**config.mk**
```make
export PLATFORM = sky130hd
export DESIGN_NAME = muldiv_unit_flat
export DESIGN_NICKNAME = d
export VERILOG_FILES = /design/src/rtl/muldiv_pkg.sv /design/src/rtl/muldiv_if.sv /design/src/rtl/muldiv_unit.sv /design/src/flat_wrapper.sv
export SDC_FILE = /design/constraint.sdc
export NUM_CORES = 1
export LEC_CHECK = 0
export CAP_MARGIN = 20
export CELL_PAD_IN_SITES_DETAIL_PLACEMENT = 2
export CELL_PAD_IN_SITES_GLOBAL_PLACEMENT = 2
export CORE_ASPECT_RATIO = 0.5
export CORE_MARGIN = 2
export CORE_UTILIZATION = 38
export DETAILED_ROUTE_END_ITERATION = 10
export MAX_ROUTING_LAYER = met4
export PLACE_DENSITY_LB_ADDON = 0.3
export SYNTH_ARGS = -nofsm -noshare
export SYNTH_HDL_FRONTEND = slang
export SYNTH_SLANG_ARGS = --single-unit
```
**constraint.sdc**
```tcl
create_clock -name clk -period 13.8 [get_ports clk]
set_clock_uncertainty 0.2 [all_clocks]
set_input_delay 3.45 -clock clk [delete_from_list [all_inputs] [get_ports clk]]
set_output_delay 3.45 -clock clk [all_outputs]
set_load 0.01 [all_outputs]
```
**src/rtl/muldiv_pkg.sv**
```systemverilog
// Shared encodings for the iterative RV32M multiply/divide unit.
package muldiv_pkg;

    localparam logic [2:0] OP_MUL    = 3'b000;
    localparam logic [2:0] OP_MULH   = 3'b001;
    localparam logic [2:0] OP_MULHSU = 3'b010;
    localparam logic [2:0] OP_MULHU  = 3'b011;
    localparam logic [2:0] OP_DIV    = 3'b100;
    localparam logic [2:0] OP_DIVU   = 3'b101;
    localparam logic [2:0] OP_REM    = 3'b110;
    localparam logic [2:0] OP_REMU   = 3'b111;

    typedef enum logic [1:0] {
        ST_IDLE   = 2'd0,
        ST_BUSY   = 2'd1,
        ST_FINISH = 2'd2
    } state_t;

    function automatic int cnt_width(input int n);
        return $clog2(n) + 1;
    endfunction

endpackage

```
**src/rtl/muldiv_if.sv**
```systemverilog
// Request/result bundle between the core pipeline and the multiply/divide unit.
interface muldiv_if #(parameter int N = 32);

    logic         start_i;
    logic [2:0]   op_i;
    logic [N-1:0] rs1_data_i;
    logic [N-1:0] rs2_data_i;
    logic [4:0]   rd_addr_i;
    logic         flush_i;
    logic         busy_o;
    logic         done_o;
    logic [N-1:0] result_o;
    logic [4:0]   rd_addr_o;

    modport master (
        output start_i, op_i, rs1_data_i, rs2_data_i, rd_addr_i, flush_i,
        input  busy_o, done_o, result_o, rd_addr_o
    );

    modport slave (
        input  start_i, op_i, rs1_data_i, rs2_data_i, rd_addr_i, flush_i,
        output busy_o, done_o, result_o, rd_addr_o
    );

endinterface

```
**src/rtl/muldiv_unit.sv**
```systemverilog
// Iterative RV32M multiply/divide: one shared shift-add / restoring-divide step per cycle.
//   state     | meaning
//   ST_IDLE   | waiting for start_i; operands latched on accept
//   ST_BUSY   | one multiply or divide iteration per cycle
//   ST_FINISH | sign fix, result select, done_o pulse
module muldiv_unit
    import muldiv_pkg::*;
#(
    parameter int N = 32
) (
    input logic     clk,
    input logic     rst,
    muldiv_if.slave bus
);

    localparam int CW = cnt_width(N);

    state_t        state, state_nxt;
    logic [2:0]    op_q;
    logic [4:0]    rd_q, rd_out_q;
    logic [CW-1:0] cnt;
    logic [N-1:0]  acc_hi, acc_lo, opb;
    logic          neg_res, neg_rem;
    logic [N-1:0]  res_q, res_fin;

    logic          is_div, a_signed, b_signed, a_neg, b_neg;
    logic          div_zero, div_ovf, accept, fin_valid;
    logic [N-1:0]  a_mag, b_mag;
    logic [N:0]    mul_sum, div_shift, div_diff;
    logic [2*N-1:0] prod, prod_fix;
    logic [N-1:0]  quo_fix, rem_fix;

    always_comb begin
        is_div   = bus.op_i[2];
        a_signed = (bus.op_i != OP_MULHU) && (bus.op_i != OP_DIVU) && (bus.op_i != OP_REMU);
        b_signed = a_signed && (bus.op_i != OP_MULHSU);
        a_neg    = a_signed && bus.rs1_data_i[N-1];
        b_neg    = b_signed && bus.rs2_data_i[N-1];
        a_mag    = a_neg ? -bus.rs1_data_i : bus.rs1_data_i;
        b_mag    = b_neg ? -bus.rs2_data_i : bus.rs2_data_i;
        div_zero = is_div && (bus.rs2_data_i == '0);
        div_ovf  = is_div && !bus.op_i[0] && (bus.rs1_data_i == {1'b1, {(N-1){1'b0}}})
                   && (&bus.rs2_data_i);
        accept   = (state == ST_IDLE) && bus.start_i && !bus.flush_i;
    end

    // Multiply keeps the multiplier in acc_lo and shifts product bits into it;
    // divide keeps the dividend in acc_lo and shifts quotient bits into it.
    always_comb begin
        mul_sum   = {1'b0, acc_hi} + (acc_lo[0] ? {1'b0, opb} : '0);
        div_shift = {acc_hi, acc_lo[N-1]};
        div_diff  = div_shift - {1'b0, opb};
    end

    always_comb begin
        prod     = {acc_hi, acc_lo};
        prod_fix = neg_res ? -prod : prod;
        quo_fix  = neg_res ? -acc_lo : acc_lo;
        rem_fix  = neg_rem ? -acc_hi : acc_hi;
        res_fin  = '0;
        case (op_q)
            OP_MUL:                       res_fin = prod_fix[N-1:0];
            OP_MULH, OP_MULHSU, OP_MULHU: res_fin = prod_fix[2*N-1:N];
            OP_DIV, OP_DIVU:              res_fin = quo_fix;
            default:                      res_fin = rem_fix;
        endcase
    end

    always_ff @(posedge clk or posedge rst) begin
        if (rst) state <= ST_IDLE;
        else     state <= state_nxt;
    end

    always_comb begin
        state_nxt = state;
        if (bus.flush_i) begin
            state_nxt = ST_IDLE;
        end else begin
            case (state)
                ST_IDLE:   if (bus.start_i) state_nxt = (div_zero || div_ovf) ? ST_FINISH : ST_BUSY;
                ST_BUSY:   if (cnt == CW'(1)) state_nxt = ST_FINISH;
                ST_FINISH: state_nxt = ST_IDLE;
                default:   state_nxt = ST_IDLE;
            endcase
        end
    end

    always_ff @(posedge clk or posedge rst) begin
        if (rst) begin
            op_q     <= '0;
            rd_q     <= '0;
            rd_out_q <= '0;
            cnt      <= '0;
            acc_hi   <= '0;
            acc_lo   <= '0;
            opb      <= '0;
            neg_res  <= 1'b0;
            neg_rem  <= 1'b0;
            res_q    <= '0;
        end else begin
            if (accept) begin
                op_q <= bus.op_i;
                rd_q <= bus.rd_addr_i;
                cnt  <= CW'(N);
                opb  <= b_mag;
                if (div_zero) begin
                    // Special results are preloaded so FINISH selects them with no sign fix.
                    acc_lo  <= '1;
                    acc_hi  <= bus.rs1_data_i;
                    neg_res <= 1'b0;
                    neg_rem <= 1'b0;
                end else if (div_ovf) begin
                    acc_lo  <= bus.rs1_data_i;
                    acc_hi  <= '0;
                    neg_res <= 1'b0;
                    neg_rem <= 1'b0;
                end else begin
                    acc_lo  <= a_mag;
                    acc_hi  <= '0;
                    neg_res <= a_neg ^ b_neg;
                    neg_rem <= a_neg;
                end
            end else if (state == ST_BUSY) begin
                cnt <= cnt - CW'(1);
                if (op_q[2]) begin
                    acc_hi <= div_diff[N] ? div_shift[N-1:0] : div_diff[N-1:0];
                    acc_lo <= {acc_lo[N-2:0], ~div_diff[N]};
                end else begin
                    acc_hi <= mul_sum[N:1];
                    acc_lo <= {mul_sum[0], acc_lo[N-1:1]};
                end
            end
            if (fin_valid) begin
                res_q    <= res_fin;
                rd_out_q <= rd_q;
            end
        end
    end

    assign fin_valid     = (state == ST_FINISH) && !bus.flush_i;
    assign bus.busy_o    = (state != ST_IDLE);
    assign bus.done_o    = fin_valid;
    assign bus.result_o  = fin_valid ? res_fin : res_q;
    assign bus.rd_addr_o = fin_valid ? rd_q : rd_out_q;

endmodule

```
**src/flat_wrapper.sv**
```systemverilog
// flat-port wrapper written by rule: the top's interface ports become plain ports
module muldiv_unit_flat import muldiv_pkg::*;
#(
    parameter int N = 32
)
  (clk, rst, bus_start_i, bus_op_i, bus_rs1_data_i, bus_rs2_data_i, bus_rd_addr_i, bus_flush_i, bus_busy_o, bus_done_o, bus_result_o, bus_rd_addr_o);
  muldiv_if #(.N(N)) bus_i ();
  input logic clk;
  input logic rst;
  input wire logic [$bits(bus_i.start_i)-1:0] bus_start_i;
  input wire logic [$bits(bus_i.op_i)-1:0] bus_op_i;
  input wire logic [$bits(bus_i.rs1_data_i)-1:0] bus_rs1_data_i;
  input wire logic [$bits(bus_i.rs2_data_i)-1:0] bus_rs2_data_i;
  input wire logic [$bits(bus_i.rd_addr_i)-1:0] bus_rd_addr_i;
  input wire logic [$bits(bus_i.flush_i)-1:0] bus_flush_i;
  output wire logic [$bits(bus_i.busy_o)-1:0] bus_busy_o;
  output wire logic [$bits(bus_i.done_o)-1:0] bus_done_o;
  output wire logic [$bits(bus_i.result_o)-1:0] bus_result_o;
  output wire logic [$bits(bus_i.rd_addr_o)-1:0] bus_rd_addr_o;
  assign bus_i.start_i = bus_start_i;
  assign bus_i.op_i = bus_op_i;
  assign bus_i.rs1_data_i = bus_rs1_data_i;
  assign bus_i.rs2_data_i = bus_rs2_data_i;
  assign bus_i.rd_addr_i = bus_rd_addr_i;
  assign bus_i.flush_i = bus_flush_i;
  assign bus_busy_o = bus_i.busy_o;
  assign bus_done_o = bus_i.done_o;
  assign bus_result_o = bus_i.result_o;
  assign bus_rd_addr_o = bus_i.rd_addr_o;
  muldiv_unit #(.N(N)) u_core (.clk(clk), .rst(rst), .bus(bus_i));
endmodule
```
# After elaboration in Yosys (flattened, before gate mapping)
# Cells that the tools add are included.
[totals] ff_bits=151 latchBits=0 mem_bits_rw=0 romBits=0 out_inout_bits=39 elab_cells=90 mem_count=0
[classes] n_addsub=8 multipliers=0 div_mod_pow=0 n_lt_le_gt_ge=0 n_eq_ne=15 shifts=0 muxes=30 n_bitwise=2 reduce_logical=24
[ops] operator="$mux W32" count=16
[ops] operator="$neg A32 Y32" count=4
[ops] operator="$pmux W32 S3" count=1
[ops] operator="$mux W64" count=1
[ops] operator="$neg A64 Y64" count=1
[ops] operator="$add A32 B33 Y33" count=1
[ops] operator="$sub A33 B32 Y33" count=1
[ops] operator="$eq A32 B32 Y1 const B" count=1
[ops] operator="$logic_not A32 Y1" count=1
[ops] operator="$reduce_and A32 Y1" count=1
[ops] operator="$logic_and A1 B1 Y1" count=12
[ops] operator="$mux W6" count=2
[ops] operator="$ne A3 B2 Y1 const B" count=3
[ops] operator="$ne A3 B3 Y1 const B" count=3
[ops] operator="$mux W2" count=4
[ops] operator="$eq A3 B2 Y1 const B" count=2
[ops] operator="$eq A3 B3 Y1 const B" count=2
[ops] operator="$eq A6 B1 Y1 const B" count=1
[ops] operator="$sub A6 B1 Y6 const B" count=1
[ops] operator="$mux W5" count=1
[ops] operator="$mux W1" count=4
[ops] operator="$pmux W2 S2" count=1
[ops] operator="$reduce_bool A2 Y1" count=2
[ops] operator="$eq A3 B1 Y1 const B" count=1
[ops] operator="other kinds (11)" count=12

# Longest topological paths before layout
[logic_depth] depth_word=9 depth_mapped=15 ltp_nobuf=13

# Least setup slack after synthesis
# OpenSTA, ideal clock, no wires.
[synth_timing] path_kind="in2out" start="in bus_flush_i" end="out bus_result_o[18]" arrival_ns=4.547 required_ns=10.150 setup_slack_ns=5.603 cell_stages=6 n_path_buf=1 cell_sequence="nor2_1 -> nand2_1 -> inv_1 -> clkbuf_1 -> o221ai_1 -> o21ai_0"
[synth_via] elab_chain_cells=3
[synth_lines] element="start, declared" line="flat_wrapper.sv:15" text="input wire logic [$bits(bus_i.flush_i)-1:0] bus_flush_i;"
[synth_lines] element="$logic_not A1 Y1" line="muldiv_unit.sv:140" text="assign fin_valid = (state == ST_FINISH) && !bus.flush_i;"
[synth_lines] element="$logic_and A1 B1 Y1" line="muldiv_unit.sv:140"
[synth_lines] element="$mux W32" line="muldiv_unit.sv:143" text="assign bus.result_o = fin_valid ? res_fin : res_q;"
[synth_lines] element="end, declared" line="flat_wrapper.sv:18" text="output wire logic [$bits(bus_i.result_o)-1:0] bus_result_o;"
# No other way between the ends.

# Worst setup path in the final report
# Ends and elaborated chain as after synthesis.

==> flow_summary.json <==
{
  "status": "finished, final reports clean",
  "hold_ws_ns": 0.277,
  "ir_drop_v": 0.000112,
  "startpoint_type": "input port",
  "hold_violations": 0,
  "slowest_delay_ns": 0.66,
  "cts-root-buf": "clkbuf_16",
  "syn-cell-area_mm2": 0.0144,
  "dp_hpwl_um": 46000,
  "p_sw_w": 0.00200,
  "wire_per_inst_um": 25.3,
  "min_from": "u_core.res_q[27]",
  "final_nets": 2081,
  "initial_core_util_pct": 38.5,
  "track_usage_pct": 32.1,
  "grt_max_degree": 95,
  "fin_crit_ns": 10.02,
  "die_area_mm2": 0.0395,
  "ys_warn_count": 0,
  "routed_via_density": 6.24,
  "antenna_cells": 0,
  "swShare_pct": 53.6,
  "crit_chain": "clkdlybuf4s50_1 -> nor2_1 -> nand2_2 -> buf_4 -> inv_1 -> o221ai_1 -> o21ai_0 -> clkdlybuf4s50_1",
  "cts_sinks": 151,
  "maxCapViolCount": 0,
  "synth.ff_latch_count": 151,
  "antenna_found_initial": 1,
  "grt-ovfl-total": 0,
  "power_density_mw_per_mm2": 227,
  "cp-end-kind": "output pin",
  "critPathKind": "input port to output pin",
  "area_growth_pct": 14.4,
  "grt_pass1_vias": 15648,
  "async_flop_share_pct": 100,
  "synth_top_area_cell": "dfrtp_1",
  "max_slew_margin_pct": 34.4,
  "drv_slew": 0,
  "vias": 15218,
  "num_rows": 50,
  "drtPass1Iterations": 5,
  "cts_tree": "done",
  "setup_viol": 0,
  "avgSynthCellArea_um2": 7.58,
  "clk_path_buf_depth": 2,
  "fin_total_pwr_w": 0.00373,
  "seq_power_share_pct": 24.7,
  "ios": 115,
  "synth_ff_type": "dfrtp_1",
  "cp_num_buf_inv": 4,
  "core_area_mm2": 0.0373,
  "critPathMostFrequentCell": "clkdlybuf4s50_1",
  "cts_hold_buf": 0,
  "p_int_w": 0.00173,
  "crit_required_ns": 10.15,
  "path_clk_slew_ns": 0.07,
  "cpMaxStageDelayCell": "inv_1",
  "portBuffers": 114,
  "worst_pin_slew_ns": 0.975,
  "fillers": 4288,
  "critPathTopFamily": "buffers and inverters",
  "r2r-start": "u_core.acc_lo[31]",
  "yosysMostFrequentCell": "nand2_1",
  "grt_pass1_wl_um": 95200,
  "hold_class": "register to register",
  "syn_inst": 1897,
  "drtIter0Drc": 1297,
  "tns_ns": 0,
  "gp_congestion": 0.948,
  "htree_levels": 4,
  "yosysUniqueCellTypes": 76,
  "cp-startpoint": "bus_flush_i",
  "drive_above_1_share_pct": 4.52,
  "clock_latency_ns": 0.47,
  "synth_nets": 2046,
  "synthTopCellsByArea": "dfrtp_1 26%, o21ai_0 6.8%, xnor2_1 6.6%, nand2_1 6.3%, ha_1 6.2%",
  "yosys.area.top_type_share_pct": 26.3,
  "synthTopCellsByCount": "240 x nand2_1, 195 x o21ai_0, 168 x nor2_1",
  "ys_seq_area_share_pct": 26.3,
  "numCtsBuffers": 17,
  "combPwrFrac_pct": 62.1,
  "dieWidth_um": 279,
  "cts_resized": 0,
  "clkPwrFrac_pct": 13.2,
  "max_freq_ghz": 0.0998,
  "period_share_pct": 72.6,
  "rsz0062_at_grt": "false",
  "fp.dieH_um": 142,
  "routed_wl_um": 61600,
  "post_cts_buffers": 0,
  "worst-path-max-fanout": 52,
  "leakagePower_nw": 6.74,
  "antenna_left": 0,
  "drc": 0,
  "crit_arrival_ns": 6.37,
  "synth-edff-count": 0
}
==> state kept, by name, summed over array words and instances, names as in the netlist, 3 cells and up <==
signal / flops
u_core.acc_hi: 32
u_core.acc_lo: 32
u_core.cnt: 6
u_core.op_q: 3
u_core.opb: 32
u_core.rd_out_q: 5
u_core.rd_q: 5
u_core.res_q: 32
==> cells by family (layout without fill, tap and decap cells) <==
group | Yosys count | count (layout) | share of synthesized area (%)
xor gates and xnor gates | 189 | 189 | 11.5
buffers and inverters | 194 | 242 | 5.23
and+or+nand+nor | 627 | 627 | 20.4
muxes | 48 | 48 | 3.42
adders and majority gates | 73 | 73 | 6.46
AOI/OAI and AO/OA | 615 | 615 | 26.7
DFF | 151 | 151 | 26.3
==> path summary, 6_finish.rpt <==
check / to / slack, ns / cells after the start
hold / removal: u_core.res_q[27] / 0.28 / 2
hold reg to reg: u_core.res_q[27] / 0.28 / 2
min in group asynchronous: u_core.rd_q[0] / 3.36 / 2
setup / recovery: bus_result_o[18] / 3.78 / 8
max in group asynchronous: u_core.op_q[2] / 8.65 / 3
setup reg to reg: u_core.acc_hi[15] / 8.57 / 14
==> area by class of cell <==
| cell class | instances | area [um^2] | share of cell area (%) |
|---|---|---|---|
| inverter | 75 | 287 | 1.74 |
| clock inverter | 11 | 124 | 0.753 |
| timing repair buffer | 135 | 1300 | 7.92 |
| sequential | 151 | 3780 | 23.0 |
| tap | 494 | 618 | 3.76 |
| multi-input combinational | 1552 | 9860 | 60.0 |
| clock buffer | 21 | 470 | 2.86 |
==> power groups by stage <==
stage	combinational (W)	sequential [W]	clock, W
3_3_place_gp	0.00214	0.000891	0
4_1_cts	0.00227	0.000899	0.000500
3_5_place_dp	0.00222	0.000903	0
5_1_grt	0.00251	0.000930	0.000517
2_1_floorplan	0.00163	0.000700	0
6_report	0.00232	0.000920	0.000493
==> metrics by stage <==
| stage | std cells | cell area [um^2] | util (%) | setup slack [ns] |
|---|---|---|---|---|
| finish | 2439 | 16400 | 44.0 | 3.78 |
| global route | 2439 | 16400 | 44.0 | 3.57 |
| CTS | 2438 | 16400 | 44.0 | 3.78 |
| detailed placement | 2406 | 15800 | 42.4 | 3.81 |
| global placement | 2406 | 15800 | 42.4 | 3.92 |
| floorplan | 1897 | 14400 | - | 5.60 |
==> worst reg2reg max path, cell delays in order, from the launching register on <==
cell,delay [ns]
dfrtp_1,0.54
inv_1,0.15
ha_1,0.26
fa_1,0.39
nand2b_1,0.25
a21oi_1,0.23
a2111oi_0,0.11
o21ai_0,0.53
o2111ai_1,0.30
a211o_1,0.41
nand3_1,0.52
buf_4,0.45
mux2_2,0.41
a222oi_1,0.23
o22ai_1,0.12
==> metal layers <==
layer  share of wire (%)  up-vias  track usage, %  routed length [um]
met5                   0        -               -                   0
met4                 1.2        0            6.88                 718
met3                 6.0       57            3.69                3700
met2                  44      443            49.2               27100
met1                  49     7817            45.7               30100
li1                    -     6901               -                   -
==> placed cells by master, fill, tap and decap left out, types with 18 or more instances in the layout <==
cell type,count
a21oi_1,160
o21ai_0,194
mux2i_1,39
inv_1,73
dfrtp_1,149
a21o_1,24
a22o_1,29
nor4_1,18
clkdlybuf4s50_1,114
xnor2_1,109
nand2_1,239
nand4_1,19
xor2_1,80
nor2_1,166
nor3_1,34
a211oi_1,20
o31ai_1,27
nand2b_1,21
nand3_1,30
ha_1,71
buf_4,20
(Power assumes the default switching activity.)
==> RTL edit 1, RTL diff (same flow settings) <==
Encoding of `state_t`: now one-hot (3 bits for 3 states).
--- a/src/rtl/muldiv_pkg.sv
+++ b/src/rtl/muldiv_pkg.sv
@@ -10,10 +10,10 @@
     localparam logic [2:0] OP_REM    = 3'b110;
     localparam logic [2:0] OP_REMU   = 3'b111;
 
-    typedef enum logic [1:0] {
-        ST_IDLE   = 2'd0,
-        ST_BUSY   = 2'd1,
-        ST_FINISH = 2'd2
+    typedef enum logic [2:0] {
+        ST_IDLE   = 3'b001,
+        ST_BUSY   = 3'b010,
+        ST_FINISH = 3'b100
     } state_t;
 
     function automatic int cnt_width(input int n);
Behaviour: no difference found for any inputs over 4 cycles, from zero or initial values and one cycle with rst high; so few cycles prove little.
==> RTL edit 1 against the unedited design <==
  * Power shrank 32%
  * Global-route usage fell by 0.054 points
  * Routed wire length is 3.2% lower
  * Sequential share of layout area grew 0.54 points
  * Final area shrank 1.6%
  * Critical path depth fell by 3
  * Area after synthesis is 2.6% lower
  * Via count down 5.0%
  * Sequential power shrank 25%
  * Clock power increased by 9.3%
  * Count of clock-buffer cells in the layout down 1
  * Worst setup slack gained 0.51 ns
  * Sequential cell count grew 1
  * Highest routed layer unchanged
==> RTL edit 1: results (changes against the unedited design) <==
Outcome
  • Outcome: finished clean

Worst setup path
  • Critical Path Slowest Stage Cell: buf_4
  • Critical Path AT: 5.86 ns (-0.51 ns)
  • Delay-heaviest family, CP: buffers and inverters
  • Largest fanout on the critical path: 68 (+31%)
  • Critical Path Max Stage Delay: 0.58 ns (-0.08 ns)

STA
  • Worst slew pin tran: 1.04 ns (+0.0682 ns)
  • Slew Viols, Final: 0 (unchanged)

Final layout
  • Final nets: 1977 (-5.0%)
  • Fillcell total: 4072 (-5.0%)
  • Share of layout cells above drive strength 1: 5.59% (+1.1 points)

Logic synthesis
  • Compound-gate portion of the synthesized area: 25.4% (-1.3 points)
  • Top cells by area, synth: dfrtp_1 27%, xnor2_1 7.9%, ha_1 6.3%
  • Mux contribution to synthesized area: 3.95% (+0.53 points)
  • Synth Area in XOR/XNOR: 12.8% (+1.3 points)
  • Synth top cells by count: 194 x nor2_1, 168 x a21oi_1, 165 x nand2_1
  • Syn nets: 1939 (-5.2%)
  • Distinct cells, synth: 71 (-6.6%)
  • Async SR Flop Fraction: 100% (unchanged)
  • Adder-cell area share of the yosys netlist: 6.64% (+0.18 points)
  • Sequential share of the synthesized area: 27.2% (+0.90 points)
  • Warnings, synthesis: 0 (unchanged)

Routing
  • Via density: 6.22 (-0.39%)
  • Wire per inst: 25.6 um (+1.4%)
  • 1st-iter DRT viols: 1381 (+6.5%)
  • First-pass DRT Iterations: 10 (+5)

Global route
  • Initial antenna violation count: 1 (unchanged)
  • First-pass GRT wire length: 92300 um (-3.1%)
  • Largest net degree at the start of global routing: 90 (-5.3%)
  • Vias in the first global route: 15206 (-2.8%)
  • GRT Total Usage: 32.1% (-0.054 points)

Hold path
  • Hold/Removal Path Class: reg -> reg

Place
  • # port buffers: 114 (unchanged)
  • Gpl congestion: 0.914 (-3.6%)
  • Placed Area: 15500 um2 (-2.1%)
  • Final HPWL DP: 44000 um (-4.2%)

CTS
  • Num CTS Buffers: 17 (unchanged)
  • Clk buf depth: 2 (unchanged)
  • Root Driver: clkbuf_16
  • Clock Latency Late Sink: 0.46 ns
  • Post CTS Setup Buffer Count: 0 (unchanged)
  • H-tree depth: 4 (unchanged)
  • Clock transition at path regs: 0.07 ns (about the same)
  • Post-cts sizing count: 0 (unchanged)

Pwr
  • Peak supply drop: 100 uV (-11%)
  • Leakage: 0.00660 uW (-2.0%)

Job
  • Max-cap violations: 0 (unchanged)
[RTL edit 1: changes by cell type in the layout (fill, tap and decap cells not counted), moves of 16 or more]
cell,unedited run,this run
nand2_1,239,165
o21ai_0,194,148
nor2_1,166,192
a222oi_1,7,28
a22o_1,29,11
a211oi_1,20,37
or3_1,15,31
xnor2_1,109,125
[RTL edit 1: tightest hold or removal path, stage by stage (launching register included)]
cell	delay, ns
dfrtp_1	0.34
nand2_1	0.05
nand2_1	0.05
[RTL edit 1: where the power goes]
| group | internal, uW | leakage [uW] | switching (uW) |
|---|---|---|---|
| sequential | 519 | 0.00192 | 171 |
| combinational | 506 | 0.00437 | 796 |
| clock | 316 | 0.000316 | 223 |
[RTL edit 1: cell families (layout without fill, tap and decap cells)]
| logic type | count (synthesis) | after routing |
|---|---|---|
| muxes | 53 | 53 |
| buffers and inverters | 175 | 226 |
| AOI/OAI and AO/OA | 562 | 562 |
| and+or+nand+nor | 571 | 571 |
| xor gates and xnor gates | 204 | 204 |
| adders and majority gates | 73 | 73 |
| other | 0 | 2 |
| DFF | 152 | 152 |
[RTL edit 1: layer usage]
layer  track usage, %  up-vias  share of wire (%)
met5                -        -                  0
met1             45.6     7414                 48
li1                 -     6548                  -
met3             4.83       49                6.8
met2             48.5      452                 44
met4             5.80        0                1.1
[RTL edit 1: final timing paths]
kind,startpoint,endpoint,slack (ns),cells after the start
worst max-delay path,bus_flush_i,bus_result_o[0],4.29,5
worst max register to register,u_core.acc_hi[4],u_core.acc_hi[11],8.17,13
worst min register to register,u_core.rd_q[0],u_core.rd_q[0],0.28,2
max in group asynchronous,rst,u_core.op_q[2],8.53,3
min in group asynchronous,rst,u_core.res_q[10],3.28,2
worst min-delay path,u_core.rd_q[0],u_core.rd_q[0],0.28,2
[RTL edit 1: cell type report]
cell class | count | area, um2 | share of cell area (%)
clock buffers | 20 | 457 | 2.82
inverters | 62 | 238 | 1.47
flip-flops and latches | 152 | 3810 | 23.5
well taps | 484 | 606 | 3.74
clock inverters | 12 | 186 | 1.15
diodes | 2 | 5.00 | 0.0309
repair buffers | 132 | 1300 | 8.02
multi-input cells | 1463 | 9580 | 59.2
[RTL edit 1: stage by stage]
| stage | setup WS (ns) | instances | power [uW] | hold slack [ns] |
|---|---|---|---|---|
| floorplan | 5.29 | 1790 | 1500 | 0.240 |
| CTS | 4.31 | 2324 | 2500 | 0.281 |
| global placement | 4.37 | 2292 | 1860 | 0.251 |
| detailed placement | 4.31 | 2292 | 1930 | 0.264 |
| finish | 4.29 | 2327 | 2530 | 0.278 |
| global route | 4.11 | 2326 | 2670 | 0.309 |
==> RTL edit 2, RTL diff (same flow settings) <==
Without the edit above. `N` is set to 32 in 3 places; all go to 16.
--- a/src/rtl/muldiv_if.sv
+++ b/src/rtl/muldiv_if.sv
@@ -1,5 +1,5 @@
 // Request/result bundle between the core pipeline and the multiply/divide unit.
-interface muldiv_if #(parameter int N = 32);
+interface muldiv_if #(parameter int N = 16);
 
     logic         start_i;
     logic [2:0]   op_i;
--- a/src/rtl/muldiv_unit.sv
+++ b/src/rtl/muldiv_unit.sv
@@ -6,7 +6,7 @@
 module muldiv_unit
     import muldiv_pkg::*;
 #(
-    parameter int N = 32
+    parameter int N = 16
 ) (
     input logic     clk,
     input logic     rst,
--- a/src/flat_wrapper.sv
+++ b/src/flat_wrapper.sv
@@ -1,7 +1,7 @@
 // flat-port wrapper written by rule: the top's interface ports become plain ports
 module muldiv_unit_flat import muldiv_pkg::*;
 #(
-    parameter int N = 32
+    parameter int N = 16
 )
   (clk, rst, bus_start_i, bus_op_i, bus_rs1_data_i, bus_rs2_data_i, bus_rd_addr_i, bus_flush_i, bus_busy_o, bus_done_o, bus_result_o, bus_rd_addr_o);
   muldiv_if #(.N(N)) bus_i ();
Ports: changed (resized bus_result_o, bus_rs1_data_i and bus_rs2_data_i); port bits go from 115 to 67. The function was not compared with the original's and may differ.
==> RTL edit 2 against the unedited design <==
  * Global-route usage decreased by 2.7 points
  * Power decreased by 49%
  * Highest routed layer unchanged
  * Sequential power decreased by 45%
  * Clock power decreased by 51%
  * Die area decreased by 47%
  * Final area decreased by 47%
  * Area after synthesis decreased by 48%
  * Combinational power decreased by 51%
  * Sequential share of layout area increased by 1.9 points
  * Final cell count decreased by 49%
  * Routed wire length decreased by 53%
  * Sequential cell count decreased by 65
  * Utilization increased by 0.52 points
  * Worst setup slack improved by 0.77 ns
  * Largest cell class unchanged
==> RTL edit 2: results (changes against the unedited design) <==
Outcome
  • Outcome: finished clean

CTS
  • Clock transition at path regs: 0.06 ns
  • Clock Latency Late Sink: 0.38 ns (-0.09 ns)
  • Clk buf depth: 2 (unchanged)
  • Post CTS Setup Buffer Count: 0 (unchanged)
  • Num CTS Buffers: 9 (-8)
  • Post-cts sizing count: 0 (unchanged)
  • H-tree depth: 3 (-1)

Worst setup path
  • Critical Path AT: 5.60 ns (-0.77 ns)
  • R2R Path Start: u_core.acc_lo[15]
  • Largest fanout on the critical path: 37 (-29%)
  • CP startpoint: bus_flush_i

Global route
  • Vias in the first global route: 7950 (-49%)
  • First-pass GRT wire length: 45500 um (-52%)
  • Largest net degree at the start of global routing: 67 (-29%)
  • Initial antenna violation count: 0 (-1)
  • GRT Total Usage: 29.4% (-2.7 points)

Logic synthesis
  • Synth Area in XOR/XNOR: 11.2% (-0.36 points)
  • Synth Instances: 952 (-50%)
  • Syn nets: 1037 (-49%)
  • Distinct cells, synth: 74 (-2.6%)
  • Synth top cells by count: 122 x nand2_1, 86 x dfrtp_1, 85 x nor2_1
  • Adder-cell area share of the yosys netlist: 7.02% (+0.56 points)
  • Compound-gate portion of the synthesized area: 23.5% (-3.2 points)
  • Top cells by area, synth: dfrtp_1 29%, xnor2_1 6.6%, ha_1 6.5%
  • Async SR Flop Fraction: 100% (unchanged)
  • Mux contribution to synthesized area: 4.92% (+1.5 points)
  • Sequential share of the synthesized area: 28.6% (+2.3 points)

Routing
  • 1st-iter DRT viols: 374 (-71%)
  • First-pass DRT Iterations: 6 (+1)
  • Via density: 6.01 (-3.7%)
  • Wire per inst: 23.3 um (-7.7%)
  • Vias post-DR: 7518 (-51%)

Hold path
  • Worst min-delay path startpoint: u_core.rd_q[4]
  • Hold/Removal Path Class: reg -> reg

Final layout
  • Ant diodes: 0 (unchanged)
  • Share of layout cells above drive strength 1: 5.28% (+0.75 points)
  • Final nets: 1065 (-49%)

Place
  • Placed Area: 8370 um2 (-47%)
  • # port buffers: 66 (-42%)
  • Placed cell count: 1235 (-49%)
  • Final HPWL DP: 21900 um (-52%)
  • Gpl congestion: 0.889 (-6.2%)
  • Setup WS pre-CTS: 4.54 ns (+0.726 ns)

Pwr
  • Peak supply drop: 76.2 uV (-32%)
  • Leakage: 0.00354 uW (-47%)

STA
  • Worst slew pin tran: 1.04 ns (+0.0639 ns)
-- RTL edit 2: worst paths after layout --
kind                            cells after the start                to  slack (ns)
max in group asynchronous                           3     u_core.opb[7]        8.94
min in group asynchronous                           2   u_core.res_q[0]        3.18
worst min register to register                      2    u_core.rd_q[4]        0.28
worst max-delay path                                7  bus_result_o[15]        4.55
worst min-delay path                                2    u_core.rd_q[4]        0.28
worst max register to register                     11  u_core.acc_hi[0]        9.80
-- RTL edit 2: cell type report --
type / count / area, um2
fillers: 2207 / 10800
multi-input cells: 771 / 5020
flip-flops and latches: 86 / 2150
repair buffers: 75 / 728
well taps: 266 / 333
clock buffers: 9 / 225
inverters: 37 / 140
clock inverters: 7 / 53.8
-- RTL edit 2: cells by family (layout without fill, tap and decap cells) --
logic type      Yosys count  count (layout)
buf+inv                  95             128
xor+xnor                 95              95
simple gates            319             319
fa+ha+maj                41              41
compound gates          280             280
mux                      36              36
flops                    86              86
-- RTL edit 2: critical path, cell delays in order --
cell and delay [ns]:
clkdlybuf4s50_1 0.53, nor3b_2 0.21, buf_4 0.36, nand2_1 0.16, a221oi_1 0.26, nor2_1 0.11, clkdlybuf4s50_1 0.49
-- RTL edit 2: power by group --
part,switching [uW],internal [uW]
combinational,661,477
clock,119,123
sequential,170,339
-- RTL edit 2: routing by layer --
layer | vias up | routed length (um) | track usage, %
li1 | 3463 | - | -
met1 | 3884 | 13800 | 37.4
met2 | 140 | 13600 | 48.9
met3 | 31 | 1240 | 5.70
met4 | 0 | 484 | 7.19
met5 | - | 0 | -
